### config.mk
export PLATFORM = sky130hd
export DESIGN_NAME = rvj1_ifu
export DESIGN_NICKNAME = d
export VERILOG_FILES = /design/src/rtl/rvj1_defines.sv /design/src/rtl/rvj1_fifo.sv /design/src/rtl/rvj1_ifu.sv
export SDC_FILE = /design/constraint.sdc
export NUM_CORES = 1
export LEC_CHECK = 0
export ABC_AREA = 1
export BUFFER_PORTS_ARGS = -buffer_cell sky130_fd_sc_hd__buf_4
export CAP_MARGIN = 20
export CORE_MARGIN = 4
export CORE_UTILIZATION = 50
export DETAILED_ROUTE_END_ITERATION = 8
export MAX_ROUTING_LAYER = met4
export PLACE_DENSITY = 0.73
export SLEW_MARGIN = 5
export SYNTH_ARGS = -nofsm -noshare
export SYNTH_HDL_FRONTEND = slang
export SYNTH_HIERARCHICAL = 1
export SYNTH_SLANG_ARGS = --single-unit
### constraint.sdc
create_clock -name clk_i -period 7.2 [get_ports clk_i]
set_input_delay 0.72 -clock clk_i [delete_from_list [all_inputs] [get_ports clk_i]]
set_output_delay 0.72 -clock clk_i [all_outputs]
set_load 0.1 [all_outputs]
### src/rtl/rvj1_defines.sv
// Shared constants and types for the RVJ1 instruction fetch path.
//   XLEN            datapath width
//   IFU_FIFO_DEPTH  default instruction buffer depth
//   RVJ1_BOOT_ADDR  default first fetch address after reset
package rvj1_defines;

    localparam int unsigned XLEN           = 32;
    localparam int unsigned IFU_FIFO_DEPTH = 2;
    localparam logic [XLEN-1:0] RVJ1_BOOT_ADDR = 32'h0000_0000;

    // One buffered fetch: the word and the address it came from.
    typedef struct packed {
        logic [XLEN-1:0] pc;
        logic [XLEN-1:0] instr;
    } ifu_entry_t;

    function automatic logic [XLEN-1:0] word_align(input logic [XLEN-1:0] addr);
        return {addr[XLEN-1:2], 2'b00};
    endfunction

endpackage

### src/rtl/rvj1_fifo.sv
// Small synchronous FIFO with synchronous flush.
//   clk_i, rst_i  clock, synchronous active-high reset
//   flush_i       drop all contents this cycle (wins over push/pop)
//   push_i/wdata_i  write one entry
//   pop_i         remove the head entry
//   rdata_o       head entry (meaningful only when !empty_o)
//   empty_o       no entries held
//   count_o       number of entries held
module rvj1_fifo #(
    parameter int unsigned WIDTH = 64,
    parameter int unsigned DEPTH = 2,
    localparam int unsigned PtrW = (DEPTH > 1) ? $clog2(DEPTH) : 1,
    localparam int unsigned CntW = $clog2(DEPTH + 1)
) (
    input  logic             clk_i,
    input  logic             rst_i,
    input  logic             flush_i,
    input  logic             push_i,
    input  logic [WIDTH-1:0] wdata_i,
    input  logic             pop_i,
    output logic [WIDTH-1:0] rdata_o,
    output logic             empty_o,
    output logic [CntW-1:0]  count_o
);

    logic [WIDTH-1:0] mem_q [DEPTH];
    logic [PtrW-1:0]  wr_ptr_q, wr_ptr_d;
    logic [PtrW-1:0]  rd_ptr_q, rd_ptr_d;
    logic [CntW-1:0]  count_q, count_d;
    logic             full;
    logic             do_pop;

    function automatic logic [PtrW-1:0] ptr_inc(input logic [PtrW-1:0] ptr);
        return (ptr == PtrW'(DEPTH - 1)) ? '0 : ptr + 1'b1;
    endfunction

    assign empty_o = (count_q == '0);
    assign full    = (count_q == CntW'(DEPTH));
    assign count_o = count_q;
    assign rdata_o = mem_q[rd_ptr_q];
    assign do_pop  = pop_i && !empty_o;

    always_comb begin
        wr_ptr_d = wr_ptr_q;
        rd_ptr_d = rd_ptr_q;
        count_d  = count_q;
        if (flush_i) begin
            wr_ptr_d = '0;
            rd_ptr_d = '0;
            count_d  = '0;
        end else begin
            if (push_i) wr_ptr_d = ptr_inc(wr_ptr_q);
            if (do_pop) rd_ptr_d = ptr_inc(rd_ptr_q);
            case ({push_i, do_pop})
                2'b10:   count_d = count_q + 1'b1;
                2'b01:   count_d = count_q - 1'b1;
                default: count_d = count_q;
            endcase
        end
    end

    always_ff @(posedge clk_i) begin
        if (rst_i) begin
            wr_ptr_q <= '0;
            rd_ptr_q <= '0;
            count_q  <= '0;
        end else begin
            wr_ptr_q <= wr_ptr_d;
            rd_ptr_q <= rd_ptr_d;
            count_q  <= count_d;
        end
    end

    // Storage needs no reset: count_q decides what is visible.
    always_ff @(posedge clk_i) begin
        if (!rst_i && !flush_i && push_i) begin
            mem_q[wr_ptr_q] <= wdata_i;
        end
    end

    // The producer throttles requests so a push never meets a full buffer.
    assert property (@(posedge clk_i) disable iff (rst_i) !(push_i && full && !flush_i));

endmodule

### src/rtl/rvj1_ifu.sv
// Instruction fetch unit: issues word reads, buffers returned words with their
// PC and hands them to the decoder over a valid/ready interface.
//   clk_i, rst_i     clock, synchronous active-high reset
//   imem_en_o/addr_o read request; imem_rdata_i returns one cycle later
//   jmp_valid_i/addr_i redirect: flush buffer, squash in-flight read, new PC
//   ifu_instr_o/pc_o/valid_o, ifu_ready_i  decoder handshake
module rvj1_ifu
    import rvj1_defines::*;
#(
    parameter logic [XLEN-1:0] BOOT_ADDR  = RVJ1_BOOT_ADDR,
    parameter int unsigned     FIFO_DEPTH = IFU_FIFO_DEPTH
) (
    input  logic            clk_i,
    input  logic            rst_i,
    output logic            imem_en_o,
    output logic [XLEN-1:0] imem_addr_o,
    input  logic [XLEN-1:0] imem_rdata_i,
    input  logic            jmp_valid_i,
    input  logic [XLEN-1:0] jmp_addr_i,
    output logic [XLEN-1:0] ifu_instr_o,
    output logic [XLEN-1:0] ifu_pc_o,
    output logic            ifu_valid_o,
    input  logic            ifu_ready_i
);

    localparam int unsigned CntW = $clog2(FIFO_DEPTH + 1);

    logic [XLEN-1:0] pc_q, pc_d;
    logic            inflight_q;
    logic [XLEN-1:0] inflight_pc_q;
    logic [CntW-1:0] fifo_count;
    logic            fifo_empty;
    logic            pop;
    logic            push;
    logic [CntW:0]   occupancy;
    ifu_entry_t      push_entry;
    ifu_entry_t      head_entry;

    assign pop = ifu_valid_o && ifu_ready_i;

    // Entries held plus the read still on its way, minus the one leaving now.
    assign occupancy = {1'b0, fifo_count} + {{CntW{1'b0}}, inflight_q}
                     - {{CntW{1'b0}}, pop};

    assign imem_en_o   = !rst_i && !jmp_valid_i && (occupancy < (CntW + 1)'(FIFO_DEPTH));
    assign imem_addr_o = pc_q;

    // A redirect in the response cycle squashes the returning word.
    assign push             = inflight_q && !jmp_valid_i && !rst_i;
    assign push_entry.pc    = inflight_pc_q;
    assign push_entry.instr = imem_rdata_i;

    always_comb begin
        pc_d = pc_q;
        if (jmp_valid_i) begin
            pc_d = word_align(jmp_addr_i);
        end else if (imem_en_o) begin
            pc_d = pc_q + 32'd4;
        end
    end

    always_ff @(posedge clk_i) begin
        if (rst_i) begin
            pc_q          <= word_align(BOOT_ADDR);
            inflight_q    <= 1'b0;
            inflight_pc_q <= '0;
        end else begin
            pc_q          <= pc_d;
            inflight_q    <= imem_en_o;
            inflight_pc_q <= pc_q;
        end
    end

    rvj1_fifo #(
        .WIDTH ($bits(ifu_entry_t)),
        .DEPTH (FIFO_DEPTH)
    ) u_fifo (
        .clk_i   (clk_i),
        .rst_i   (rst_i),
        .flush_i (jmp_valid_i),
        .push_i  (push),
        .wdata_i (push_entry),
        .pop_i   (pop),
        .rdata_o (head_entry),
        .empty_o (fifo_empty),
        .count_o (fifo_count)
    );

    // Outputs read as zero whenever nothing valid is presented.
    assign ifu_valid_o = !rst_i && !fifo_empty;
    assign ifu_instr_o = ifu_valid_o ? head_entry.instr : '0;
    assign ifu_pc_o    = ifu_valid_o ? head_entry.pc : '0;

endmodule
== Word level (Yosys, flattened, before mapping) ==
Memory sizes are Yosys's and may differ from the RTL's. A register that Yosys moved wholly into a read port is not among the register bits.
Index checks and enable logic that the tools add are counted.

* Bits in writable memories: 128
* Output and inout bits: 98
* Bits of input ports: 68
* Register bits: 69
* Word-level logic and storage cells: 44
* Memories kept: 1

{| class="wikitable"
|+ Memories
! memory !! depth !! width !! read ports !! clocked after Yosys merged registers in !! write ports !! RTL line !! text
|-
| u_fifo.mem_q || 2 || 64 || 1 || 1 || 1 || rvj1_fifo.sv:26 || <nowiki>logic [WIDTH-1:0] mem_q [DEPTH];</nowiki>
|}

* Reductions and logical operators: 15
* Mux-type cells: 11
* Add/sub/neg operators: 7
* Equal/unequal tests: 2
* $lt $le $gt $ge: 1

{| class="wikitable"
|+ Operators by type and width
! kind !! number
|-
| $mux 32 || 4
|-
| $add 32x3->32 const B || 1
|-
| $logic_and 1x1->1 || 8
|-
| $mux 1 || 6
|-
| $pmux 2 s2 || 1
|-
| $reduce_bool 2->1 || 2
|-
| $add 2x1->3 || 1
|-
| $logic_not 1->1 || 3
|-
| $lt 3x2->1 const B || 1
|-
| $sub 3x1->3 || 1
|-
| $add 1x1->1 const B || 2
|-
| $add 2x1->2 const B || 1
|-
| $eq 2x1->1 const B || 1
|-
| $eq 2x2->1 const B || 1
|-
| $logic_not 2->1 || 1
|-
| $reduce_or 2->1 || 1
|-
| $sub 2x1->2 const B || 1
|}

== Longest topological paths before layout ==
* Word-level depth: 9
* Mapped depth: 16
* Gate-level depth less buffers: 15

== Modules after synthesis ==
The synthesis kept the hierarchy.

{| class="wikitable"
|+ Modules (own cells, without submodules)
! module !! cells an instance !! area each (um^2) !! instances
|-
| rvj1_fifo || 236 || 5157.4 || 1
|-
| rvj1_ifu || 602 || 3542.1 || 1
|}

== Least setup slack after synthesis ==
No wires, ideal clock.

* Path kind: input -> register
* Start: input port rst_i
* End: memory u_fifo.mem_q[1][0], enable pin
* Arrival time: 5468 ps
* Buffers on the path: 0
* Data required time: 6635 ps
* Cell stages on the path: 5
* Setup time: 565 ps
* Path slack: 1166 ps
* Path through: inv_1 > nand2_1 > nor2_1 > inv_1 > nor3_1

* Word-level cells in the longest chain between the ends: 5
* Elaborated cells between the ends (all ways): 6
* Those cells by class: mux: 2; reduce/logical: 4

{| class="wikitable"
|+ RTL lines
! what !! RTL line !! text
|-
| start, declared || rvj1_ifu.sv:14 || <nowiki>input logic rst_i,</nowiki>
|-
| $logic_not 1->1 || rvj1_ifu.sv:49 || <nowiki>assign push = inflight_q && !jmp_valid_i && !rst_i;</nowiki>
|-
| $logic_and 1x1->1 || rvj1_ifu.sv:49 ||
|-
| named net push || rvj1_ifu.sv:34 || <nowiki>logic push;</nowiki>
|-
| $logic_and 1x1->1 || rvj1_fifo.sv:76 || <nowiki>if (!rst_i && !flush_i && push_i) begin</nowiki>
|-
| $mux 1 || rvj1_fifo.sv:76 ||
|-
| $mux 1 (not written as such) || rvj1_fifo.sv:77 || <nowiki>mem_q[wr_ptr_q] <= wdata_i;</nowiki>
|-
| end, declared || rvj1_fifo.sv:26 ||
|}

The timed path passes the listed nets, and every way through them passes these cells.

== Final worst setup path ==
* Start: input port rst_i
* End: output port imem_en_o

* Word-level cells in the longest chain between the ends: 6
* Elaborated cells between the ends (all ways): 7
* Those cells by class: add/sub: 1; order compare: 1; reduce/logical: 5

{| class="wikitable"
|+ RTL lines
! what !! RTL line !! text
|-
| $logic_not 1->1 || rvj1_ifu.sv:90 || <nowiki>assign ifu_valid_o = !rst_i && !fifo_empty;</nowiki>
|-
| $logic_and 1x1->1 || rvj1_ifu.sv:90 ||
|-
| $logic_and 1x1->1 || rvj1_ifu.sv:39 || <nowiki>assign pop = ifu_valid_o && ifu_ready_i;</nowiki>
|-
| named net pop || rvj1_ifu.sv:33 || <nowiki>logic pop;</nowiki>
|-
| $sub 3x1->3 || rvj1_ifu.sv:43 || <nowiki>- {{CntW{1'b0}}, pop};</nowiki>
|-
| $lt 3x2->1 || rvj1_ifu.sv:45 || <nowiki>assign imem_en_o = !rst_i && !jmp_valid_i && (occupancy < (CntW + 1)'(FIFO_DEPTH));</nowiki>
|-
| $logic_and 1x1->1 || rvj1_ifu.sv:45 ||
|-
| end, declared || rvj1_ifu.sv:15 || <nowiki>output logic imem_en_o,</nowiki>
|}

The timed path passes the listed nets, and every way through them passes these cells.

==> impl_results.rst <==
.. list-table::
   :header-rows: 1

   * - Metric
     - Value
   * - Post-Layout Cell Count
     - 1,231
   * - Worst-case vdd ir drop
     - 174.8 uV
   * - Post-synthesis to final-layout area growth
     - 21.33%
   * - Largest fanout on the critical path
     - 59
   * - Worst Tran Pin Value
     - 900.6 ps
   * - Number of detailed-routing iterations run before antenna repair
     - 5
   * - Remaining routing DRC violations
     - 0
   * - Part of the Yosys area used for sequential elements
     - 59.37%
   * - Setup TNS
     - 0 ps
   * - Total placed cells including tap cells
     - 1,199
   * - Wire length after detailed routing
     - 17,420 microns
   * - EDFF count, synth
     - 128
   * - Proportion of layout cells with a drive suffix above 1
     - 27.40%
   * - Initial core utilization
     - 51.73%
   * - Switching power
     - 0.5741 mW
   * - Total power density per cell area
     - 219.4 mW/mm^2
   * - # H-tree levels
     - 4
   * - Post-cts resize count
     - 0
   * - Synthesis warning total
     - 6
   * - Synth Register Bits
     - 194
   * - RD Place Congestion
     - 0.8429
   * - Routed len/inst
     - 14.15 microns
   * - Largest net degree at the start of global routing
     - 65
   * - Total core area
     - 0.01682 sq mm
   * - Combinational share of power
     - 9.4%
   * - Switching Share
     - 24.80%
   * - Antenna Nets Post-Route
     - 0
   * - Clock slew at reported path FFs
     - 60 ps
   * - Setup repair after global routing missed its margin
     - no
   * - Number of setup buffers added after CTS
     - 0
   * - Crit path max-delay cell type
     - buf_4
   * - Worst hold slack
     - 426.5 ps
   * - Clk network pwr share
     - 37.7%
   * - Post-route minimum period
     - 4336 ps
   * - Fraction of the cycle the final worst path needs
     - 60.23%
   * - Setup violations, final
     - 0
   * - Die area
     - 0.01957 sq mm
   * - Num rows
     - 47
   * - Total count of hold-check failures in the final report
     - 0
   * - Achievable Freq
     - 230.6 MHz
   * - Post-synth top area share
     - 44.18%
   * - Top area cells in the synthesized netlist
     - edfxtp_1 (44%), dfxtp_1 (15%), mux2_4 (10%)
   * - Internal power
     - 1.741 mW
   * - Height of the die
     - 139.9 microns
   * - Quantity of I/O buffers inserted on ports
     - 161
   * - Run status
     - completed
   * - CP max stage delay
     - 470 ps
   * - Max-cap violation count
     - 0
   * - Syn_area_per_cell
     - 10.38 sq um
   * - TritonCTS clock tree
     - yes
   * - Share of the core filled with cells in the final layout
     - 62.76%
   * - Reg power frac
     - 52.9%
   * - Path category of the worst min-delay check
     - reg -> reg
   * - Number of global-route vias before repair
     - 5,737
   * - Wire length of the first global-routing pass
     - 28,060 microns
   * - Top cell family by delay on the critical path
     - buffers and inverters
   * - Overall global routing resource usage
     - 18.38%
   * - Count of antenna diodes in the layout
     - 0
   * - Antenna violations before repair
     - 0
   * - Startpoint-to-endpoint class of the critical path
     - in -> out
   * - Post-synth top flop
     - edfxtp_1
   * - Number of distinct library cells after synthesis
     - 35
   * - Async set-or-reset flop fraction in the synthesized netlist
     - 0%
   * - Number of CTS-inserted buffers
     - 17
   * - Nature of the critical path endpoint
     - output port
   * - Required time reported for the critical path endpoint
     - 6480 ps
   * - Hold_buf cts
     - 0
   * - First DRT Iteration DRCs
     - 402
   * - Cell type with the largest total area after synthesis
     - edfxtp_1
   * - Count of buffering cells on the critical path with inverters included
     - 4
   * - Root buffer cell
     - clkbuf_16
   * - Max-slew violations
     - 0
   * - Via-per-instance ratio
     - 4.842
   * - Vias after detailed routing
     - 5,961
   * - Clock latency reported for the late side of the worst-skew pair
     - 420 ps
   * - Ports
     - 166
   * - Post-layout total power
     - 2.315 mW
   * - Synthesized cell area
     - 0.008700 sq mm
   * - Die Span X
     - 139.9 microns
   * - Clock sinks
     - 194
   * - Lkg Pwr
     - 4.520 nW
   * - Detailed placement HPWL
     - 11,850 microns
   * - Number of buffers between clock root and the deepest sink
     - 2
   * - Data arrival at the endpoint of the critical path
     - 3620 ps
   * - Cell count after synthesis
     - 838
   * - Overall overflow remaining after global route
     - 0
   * - Skew final
     - 10.77 ps
   * - Tightest slew margin relative to the limit
     - 39.96%
   * - Startpoint kind of the worst setup timing path
     - input port
   * - NumNets Final
     - 1,070
   * - Cells traversed along the worst timing path
     - buf_4, nor2_1, inv_2, nor2_1, ha_1, or2_2, fa_1, xnor2_1, nand2_4, clkinv_2, buf_4
[through the flow]
stage / setup WS, ps / instance area, sq um
floorplan: 1166 / 8718
global placement: 2936 / 10000
detailed placement: 2872 / 10000
CTS: 2861 / 10560
global route: 2690 / 10560
finish: 2864 / 10560
[flip-flops by register name, indices dropped and copies added, names as in the netlist, named ones only]
| name | flops |
|---|---|
| u_fifo/mem_q | 128 |
| imem_addr_o | 30 |
| inflight_pc_q | 30 |
| u_fifo/count_o | 2 |
| inflight_q | 1 |
| u_fifo/rd_ptr_q | 1 |
| u_fifo/wr_ptr_q | 1 |
[worst reg2reg max path: stages, from the launching register on]
cell and delay, ps:
dfxtp_1 440, nor2_1 110, nor2_1 200, inv_2 60
nor2_1 180, ha_1 260, or2_2 300, fa_1 380
xnor2_1 280, nand2_4 120, nand2_4 280, inv_1 190
a21oi_1 180, nor2_1 50
[final timing paths]
path                            slack [ps]  cells past startpoint                  end         startpoint
worst max-delay path                  2860                     11            imem_en_o              rst_i
worst min-delay path                   430                      0  u_fifo/mem_q[1][39]   inflight_pc_q[7]
worst max register to register        4040                     13       imem_addr_o[6]  u_fifo/count_o[1]
worst min register to register         430                      0  u_fifo/mem_q[1][39]   inflight_pc_q[7]
[routing by layer]
metal	vias to the layer above	wire [microns]	share of wire (%)	global-route usage [%]
li1	3000	-	-	-
met4	0	323	1.9	6.068
met1	2752	7677	44	24.27
met2	187	8442	48	29.22
met3	22	975	5.6	3.033
met5	-	0	0	-
[layout make-up]
cell class | instances | area (sq um)
clock buffers | 24 | 483.0
flip-flops and latches | 194 | 5169
multi-input cells | 476 | 2779
clock inverters | 8 | 68.82
repair buffers | 165 | 1239
inverters | 144 | 541.8
fillers | 1416 | 6264
well taps | 220 | 275.3
[cells by family (layout without fill, tap and decap cells)]
| logic type | after synthesis | after routing | share of synthesized area (%) |
|---|---|---|---|
| XOR/XNOR | 3 | 3 | 0.3021 |
| AO/OA/AOI/OAI | 69 | 69 | 4.099 |
| buffers and inverters | 173 | 341 | 9.046 |
| adder cells (fa/ha/maj) | 4 | 4 | 0.6616 |
| other | 1 | 6 | 0.04311 |
| AND/OR/NAND/NOR | 330 | 330 | 15.60 |
| multiplexers | 64 | 64 | 10.87 |
| flip-flops | 194 | 194 | 59.37 |
[placed cells by master, fill, tap and decap left out, types with 18 or more instances in the layout]
cell / count
inv_1: 141
a21oi_1: 26
clkbuf_16: 18
mux2_4: 60
edfxtp_1: 128
nand2_1: 127
nor2_1: 144
o21ai_0: 18
nand3_1: 40
dfxtp_1: 65
o21ai_1: 19
buf_4: 165
[power by group through the flow]
stage / logic [mW] / registers [mW] / clock network, mW
3_3_place_gp: 0.215 / 1.25 / 0
6_report: 0.218 / 1.22 / 0.873
2_1_floorplan: 0.0780 / 1.32 / 0
3_5_place_dp: 0.218 / 1.25 / 0
5_1_grt: 0.232 / 1.23 / 0.944
4_1_cts: 0.218 / 1.22 / 0.892
[cell usage after synthesis (all sizes together), types with 2 or more instances]
library cell and count:
nor2 154, inv 143, nand2 132, edfxtp 128, dfxtp 66, mux2 64, nand3 40, o21ai 37
a21oi 26, buf 17, clkbuf 12, a31oi 3, ha 3, a22oi 2, xor2 2
(Power assumes the default switching activity.)
